--- src/rtl/mc_main_control.sv ---
// Multi-cycle RV32I main control: Moore sequencer plus ALU decoder.
// Optional MC_BNE_EN adds bne handling in the branch state.
module mc_main_control (
  input  logic       clk,
  input  logic       rst_n,
  input  logic [6:0] op,
  input  logic [2:0] funct3,
  input  logic       funct7b5,
  input  logic       zero,
  output logic       PCWrite,
  output logic       AdrSrc,
  output logic       MemWrite,
  output logic       IRWrite,
  output logic [1:0] ResultSrc,
  output logic [1:0] ALUSrcA,
  output logic [1:0] ALUSrcB,
  output logic       RegWrite,
  output logic [1:0] ImmSrc,
  output logic [2:0] ALUControl,
  output logic [3:0] state_o,
  output logic       illegal
);

  typedef enum logic [3:0] {
    S_FETCH    = 4'd0,
    S_DECODE   = 4'd1,
    S_MEMADR   = 4'd2,
    S_MEMREAD  = 4'd3,
    S_MEMWB    = 4'd4,
    S_MEMWRITE = 4'd5,
    S_EXECR    = 4'd6,
    S_ALUWB    = 4'd7,
    S_EXECI    = 4'd8,
    S_JAL      = 4'd9,
    S_BEQ      = 4'd10
  } state_t;

  localparam logic [6:0] OP_LW  = 7'b0000011;
  localparam logic [6:0] OP_SW  = 7'b0100011;
  localparam logic [6:0] OP_R   = 7'b0110011;
  localparam logic [6:0] OP_I   = 7'b0010011;
  localparam logic [6:0] OP_JAL = 7'b1101111;
  localparam logic [6:0] OP_BR  = 7'b1100011;

  state_t state_q, state_d;
  logic   bad_op;

  always_ff @(posedge clk) begin
    if (!rst_n) state_q <= S_FETCH;
    else        state_q <= state_d;
  end

  always_comb begin
    bad_op  = 1'b0;
    state_d = S_FETCH;
    case (state_q)
      S_FETCH:  state_d = S_DECODE;
      S_DECODE: begin
        case (op)
          OP_LW, OP_SW: state_d = S_MEMADR;
          OP_R:         state_d = S_EXECR;
          OP_I:         state_d = S_EXECI;
          OP_JAL:       state_d = S_JAL;
          OP_BR:        state_d = S_BEQ;
          default: begin
            state_d = S_FETCH;
            bad_op  = 1'b1;
          end
        endcase
      end
      S_MEMADR:  state_d = (op == OP_LW) ? S_MEMREAD : S_MEMWRITE;
      S_MEMREAD: state_d = S_MEMWB;
      S_EXECR,
      S_EXECI,
      S_JAL:     state_d = S_ALUWB;
      default:   state_d = S_FETCH;
    endcase
  end

  logic       pc_upd, branch, br_take;
  logic       adr, mem_we, ir_we, rf_we;
  logic [1:0] alu_op;

  always_comb begin
    pc_upd    = 1'b0;
    branch    = 1'b0;
    adr       = 1'b0;
    mem_we    = 1'b0;
    ir_we     = 1'b0;
    rf_we     = 1'b0;
    alu_op    = 2'b00;
    ResultSrc = 2'b00;
    ALUSrcA   = 2'b00;
    ALUSrcB   = 2'b00;
    case (state_q)
      S_FETCH: begin
        ir_we     = 1'b1;
        pc_upd    = 1'b1;
        ALUSrcB   = 2'b10;
        ResultSrc = 2'b10;
      end
      S_DECODE: begin
        ALUSrcA = 2'b01;
        ALUSrcB = 2'b01;
      end
      S_MEMADR: begin
        ALUSrcA = 2'b10;
        ALUSrcB = 2'b01;
      end
      S_MEMREAD: adr = 1'b1;
      S_MEMWB: begin
        ResultSrc = 2'b01;
        rf_we     = 1'b1;
      end
      S_MEMWRITE: begin
        adr    = 1'b1;
        mem_we = 1'b1;
      end
      S_EXECR: begin
        ALUSrcA = 2'b10;
        alu_op  = 2'b10;
      end
      S_EXECI: begin
        ALUSrcA = 2'b10;
        ALUSrcB = 2'b01;
        alu_op  = 2'b10;
      end
      S_ALUWB: rf_we = 1'b1;
      S_JAL: begin
        ALUSrcA = 2'b01;
        ALUSrcB = 2'b10;
        pc_upd  = 1'b1;
      end
      S_BEQ: begin
        ALUSrcA = 2'b10;
        alu_op  = 2'b01;
        branch  = 1'b1;
      end
      default: ;
    endcase
  end

`ifdef MC_BNE_EN
  // funct3[0] distinguishes bne from beq
  assign br_take = branch & (funct3[0] ? ~zero : zero);
`else
  assign br_take = branch & zero;
`endif

  assign PCWrite  = rst_n & (pc_upd | br_take);
  assign IRWrite  = rst_n & ir_we;
  assign MemWrite = rst_n & mem_we;
  assign RegWrite = rst_n & rf_we;
  assign illegal  = rst_n & (state_q == S_DECODE) & bad_op;
  assign AdrSrc   = adr;
  assign state_o  = state_q;

  always_comb begin
    case (op)
      OP_SW:   ImmSrc = 2'b01;
      OP_BR:   ImmSrc = 2'b10;
      OP_JAL:  ImmSrc = 2'b11;
      default: ImmSrc = 2'b00;
    endcase
  end

  always_comb begin
    ALUControl = 3'b000;
    case (alu_op)
      2'b01: ALUControl = 3'b001;
      2'b10: begin
        case (funct3)
          3'b000:  ALUControl = (op[5] & funct7b5) ? 3'b001 : 3'b000;
          3'b010:  ALUControl = 3'b101;
          3'b110:  ALUControl = 3'b011;
          3'b111:  ALUControl = 3'b010;
          default: ALUControl = 3'b000;
        endcase
      end
      default: ALUControl = 3'b000;
    endcase
  end

endmodule

--- config.mk ---
export PLATFORM = sky130hd
export DESIGN_NAME = mc_main_control
export DESIGN_NICKNAME = d
export VERILOG_FILES = /design/src/rtl/mc_main_control.sv
export SDC_FILE = /design/constraint.sdc
export NUM_CORES = 1
export LEC_CHECK = 0
export ABC_AREA = 1
export CAP_MARGIN = 20
export CORE_MARGIN = 2
export CORE_UTILIZATION = 35
export CTS_CLUSTER_DIAMETER = 40
export DETAILED_ROUTE_END_ITERATION = 8
export PLACE_DENSITY_LB_ADDON = 0.1
export SYNTH_ARGS = -nofsm -noshare
export SYNTH_HDL_FRONTEND = slang
export SYNTH_SLANG_ARGS = --single-unit
--- constraint.sdc ---
create_clock -name clk -period 2 [get_ports clk]
set_input_delay 0.4 -clock clk [delete_from_list [all_inputs] [get_ports clk]]
set_output_delay 0.4 -clock clk [all_outputs]
set_load 0.01 [all_outputs]
==> flow_metrics.env <==
export IMPL_drtIter0Drc=6
export IMPL_cts_max_level=1
export IMPL_yosys_warnings=0
export IMPL_dp_hpwl_mm=1.61
export IMPL_fin_skew_ns=0.000755
export IMPL_dp_cells=180
export IMPL_cts_tree="yes"
export IMPL_gr_total_overflow=0
export IMPL_irDropWorstVdd_v=0.000347
export IMPL_reg2reg_from="state_o[2]$_SDFF_PN0_"
export IMPL_setup_viol=1
export IMPL_wl_per_cell_um=11.9
export IMPL_largest_reg_flops=4
export IMPL_ys_ff_latch=4
export IMPL_nets=190
export IMPL_dieArea_um2=1860
export IMPL_finalWirelength_mm=2.23
export IMPL_n_antenna_cell=0
export IMPL_die_width_um=43.1
export IMPL_clk_pin_slew_worst_paths_ns=0.03
export IMPL_syn_to_final_growth_pct=126
export IMPL_nFillCells=113
export IMPL_antenna_found_initial=0
export IMPL_syn_num_nets=122
export IMPL_final_cell_mix="buf_4 (27), nor2_1 (23), nand2_1 (16), clkdlybuf4s50_1 (15), inv_1 (14)"
export IMPL_gp_congestion=0.875
export IMPL_synth_avg_cell_area_um2=5.04
export IMPL_rsz0062_at_grt="true"
export IMPL_ys_types=16
export IMPL_clock_fmax_mhz=493
export IMPL_outcome="finished with violations"
export IMPL_crit_end="ALUControl[2]"
export IMPL_finalCriticalPeriod_ns=2.03
export IMPL_io_buffers=34
export IMPL_grt_first_pass_wirelength_mm=3.26
export IMPL_max_cap_violations=0
export IMPL_core_area_um2=1470
export IMPL_hold_violations=0
export IMPL_fin_area_um2=1210
export IMPL_cts_root_buf="clkbuf_4"
export IMPL_required_ns=1.60
export IMPL_worstSetupPathType="flop to output pin"
export IMPL_synthesis_instances=106
export IMPL_worstHoldPathCells=4
export IMPL_cp_max_fo=3
export IMPL_track_usage_pct=22.7
export IMPL_p_leak_nw=0.648
export IMPL_drc=0
export IMPL_clock_latency_ns=0.22
export IMPL_cp_start_kind="flop"
export IMPL_std_cell_rows=14
export IMPL_via_per_inst=4.71
export IMPL_final_max_slew_viol_count=0
export IMPL_r2r_setup_slack_ns=0.66
export IMPL_critPathLaunch="state_o[1]$_SDFF_PN0_"
export IMPL_synth_seq_area_share_pct=15.0
export IMPL_pre_cts_ws_ns=-0.443
export IMPL_power_density_nw_per_um2=256
export IMPL_fin_cells=188
export IMPL_worstSetupEndpointType="output pin"
export IMPL_floorplan_initialDensity_pct=36.3
export IMPL_failed_checks="setup timing"
export IMPL_placed_area_um2=1070
export IMPL_relSlewSlack_pct=83.6
export IMPL_power_total_mw=0.309
export IMPL_cts_inserted_buffers=3
export IMPL_worstRegToRegCells=10
export IMPL_clock_sinks=4
export IMPL_grt_pass1_vias=819
export IMPL_grt_max_degree=7
export IMPL_crit_arrival_ns=1.63
export IMPL_syn_area_um2=534
export IMPL_ant_nets=0
export IMPL_vias=886
export IMPL_final_common_cell="buf_4"
export IMPL_worstMarginPinSlew_ns=0.244
export IMPL_fin_ws_ns=-0.0269
export IMPL_cts_buffer_depth=2
export IMPL_dr_pass1_iters=4
export IMPL_hold_path_class="flop to flop"
export IMPL_period_share_pct=101
export IMPL_die_y_um=43.1
export IMPL_ios=35
export IMPL_r2r_end="state_o[2]$_SDFF_PN0_"
export IMPL_final_layout_size_suffix_gt1_share_pct=41.9
-- what timing repair did --
| item | CTS | global route |
|---|---|---|
| endpoints found under the setup margin | 16 | 8 |
| hold buffers | 0 | 0 |
| pin swaps | 6 | 9 |
| setup buffers | 1 | 4 |
| endpoints found under the hold margin | 0 | 0 |
| gates resized for setup | 52 | 23 |
-- kinds of logic (layout without fill, tap and decap cells) --
family / Yosys count / in the layout / share of synthesized area, %
adders and majority gates: 2 / 2 / 4.68
and+or+nand+nor: 69 / 69 / 55.7
DFF: 4 / 4 / 15.0
buffers and inverters: 21 / 87 / 14.8
AOI/OAI and AO/OA: 10 / 10 / 9.84
-- synthesized netlist by cell type --
master    count  area, um^2
a21boi_1      1        7.51
a21oi_1       2        10.0
dfxtp_1       4        80.1
ha_1          2        25.0
inv_1        19        71.3
inv_2         2        7.51
nand2_1      20        75.1
nand2_2       3        18.8
nand3_1       7        35.0
nand4_1       2        12.5
nor2_1       28         105
nor2_2        4        25.0
nor3_1        4        20.0
nor4_1        1        6.26
o21ai_0       6        30.0
o21ai_1       1        5.00
-- per-stage QoR --
step | TNS [ns] | util, % | hold WS [ns]
3_5_place_dp | -2.45 | 73.0 | 0.740
5_1_grt | -0.247 | 82.1 | 0.773
6_report | -0.0269 | 82.1 | 0.736
4_1_cts | -0.101 | 76.4 | 0.716
2_1_floorplan | 0 | - | 0.598
3_3_place_gp | -2.15 | 73.0 | 0.730
-- power by group --
group | switching [mW] | internal, mW
registers | 0.00249 | 0.0802
clock network | 0.0265 | 0.0667
logic | 0.0637 | 0.0697
total | 0.0927 | 0.217
-- routing by layer --
layer / up-vias / GRT usage, % / share of wire, % / routed length [um]
met5: - / 0 / 0 / 0
met4: 0 / 9.70 / 0 / 0
met3: 0 / 1.70 / 2.3 / 52
met2: 17 / 43.0 / 59 / 1310
met1: 407 / 25.4 / 39 / 870
li1: 462 / - / - / -
-- worst max-delay path, stage by stage (launching register included) --
cell and delay [ns]:
dfxtp_2 0.32, nor2_1 0.18, nand2_2 0.11, nand2_4 0.10, inv_1 0.08, ha_4 0.25
nor4_2 0.17, buf_2 0.18
-- layout make-up --
cell class	count	area (um^2)	area share [%]
clock buffers	3	22.5	1.87
inverters	21	78.8	6.53
multi-input cells	81	473	39.2
flip-flops and latches	4	90.1	7.46
well taps	16	20.0	1.66
repair buffers	63	523	43.3
-- worst min path at each step --
stage	from	endpoint	slack, ns
2_1_floorplan	op[4]	state_o[3]$_SDFF_PN0_	0.60
3_3_place_gp	state_o[0]$_SDFF_PN0_	state_o[0]$_SDFF_PN0_	0.73
3_5_place_dp	state_o[0]$_SDFF_PN0_	state_o[0]$_SDFF_PN0_	0.74
4_1_cts	state_o[3]$_SDFF_PN0_	state_o[0]$_SDFF_PN0_	0.72
5_1_grt	state_o[3]$_SDFF_PN0_	state_o[0]$_SDFF_PN0_	0.77
6_report	state_o[2]$_SDFF_PN0_	state_o[3]$_SDFF_PN0_	0.74
Power figures use the tool's default switching activity.
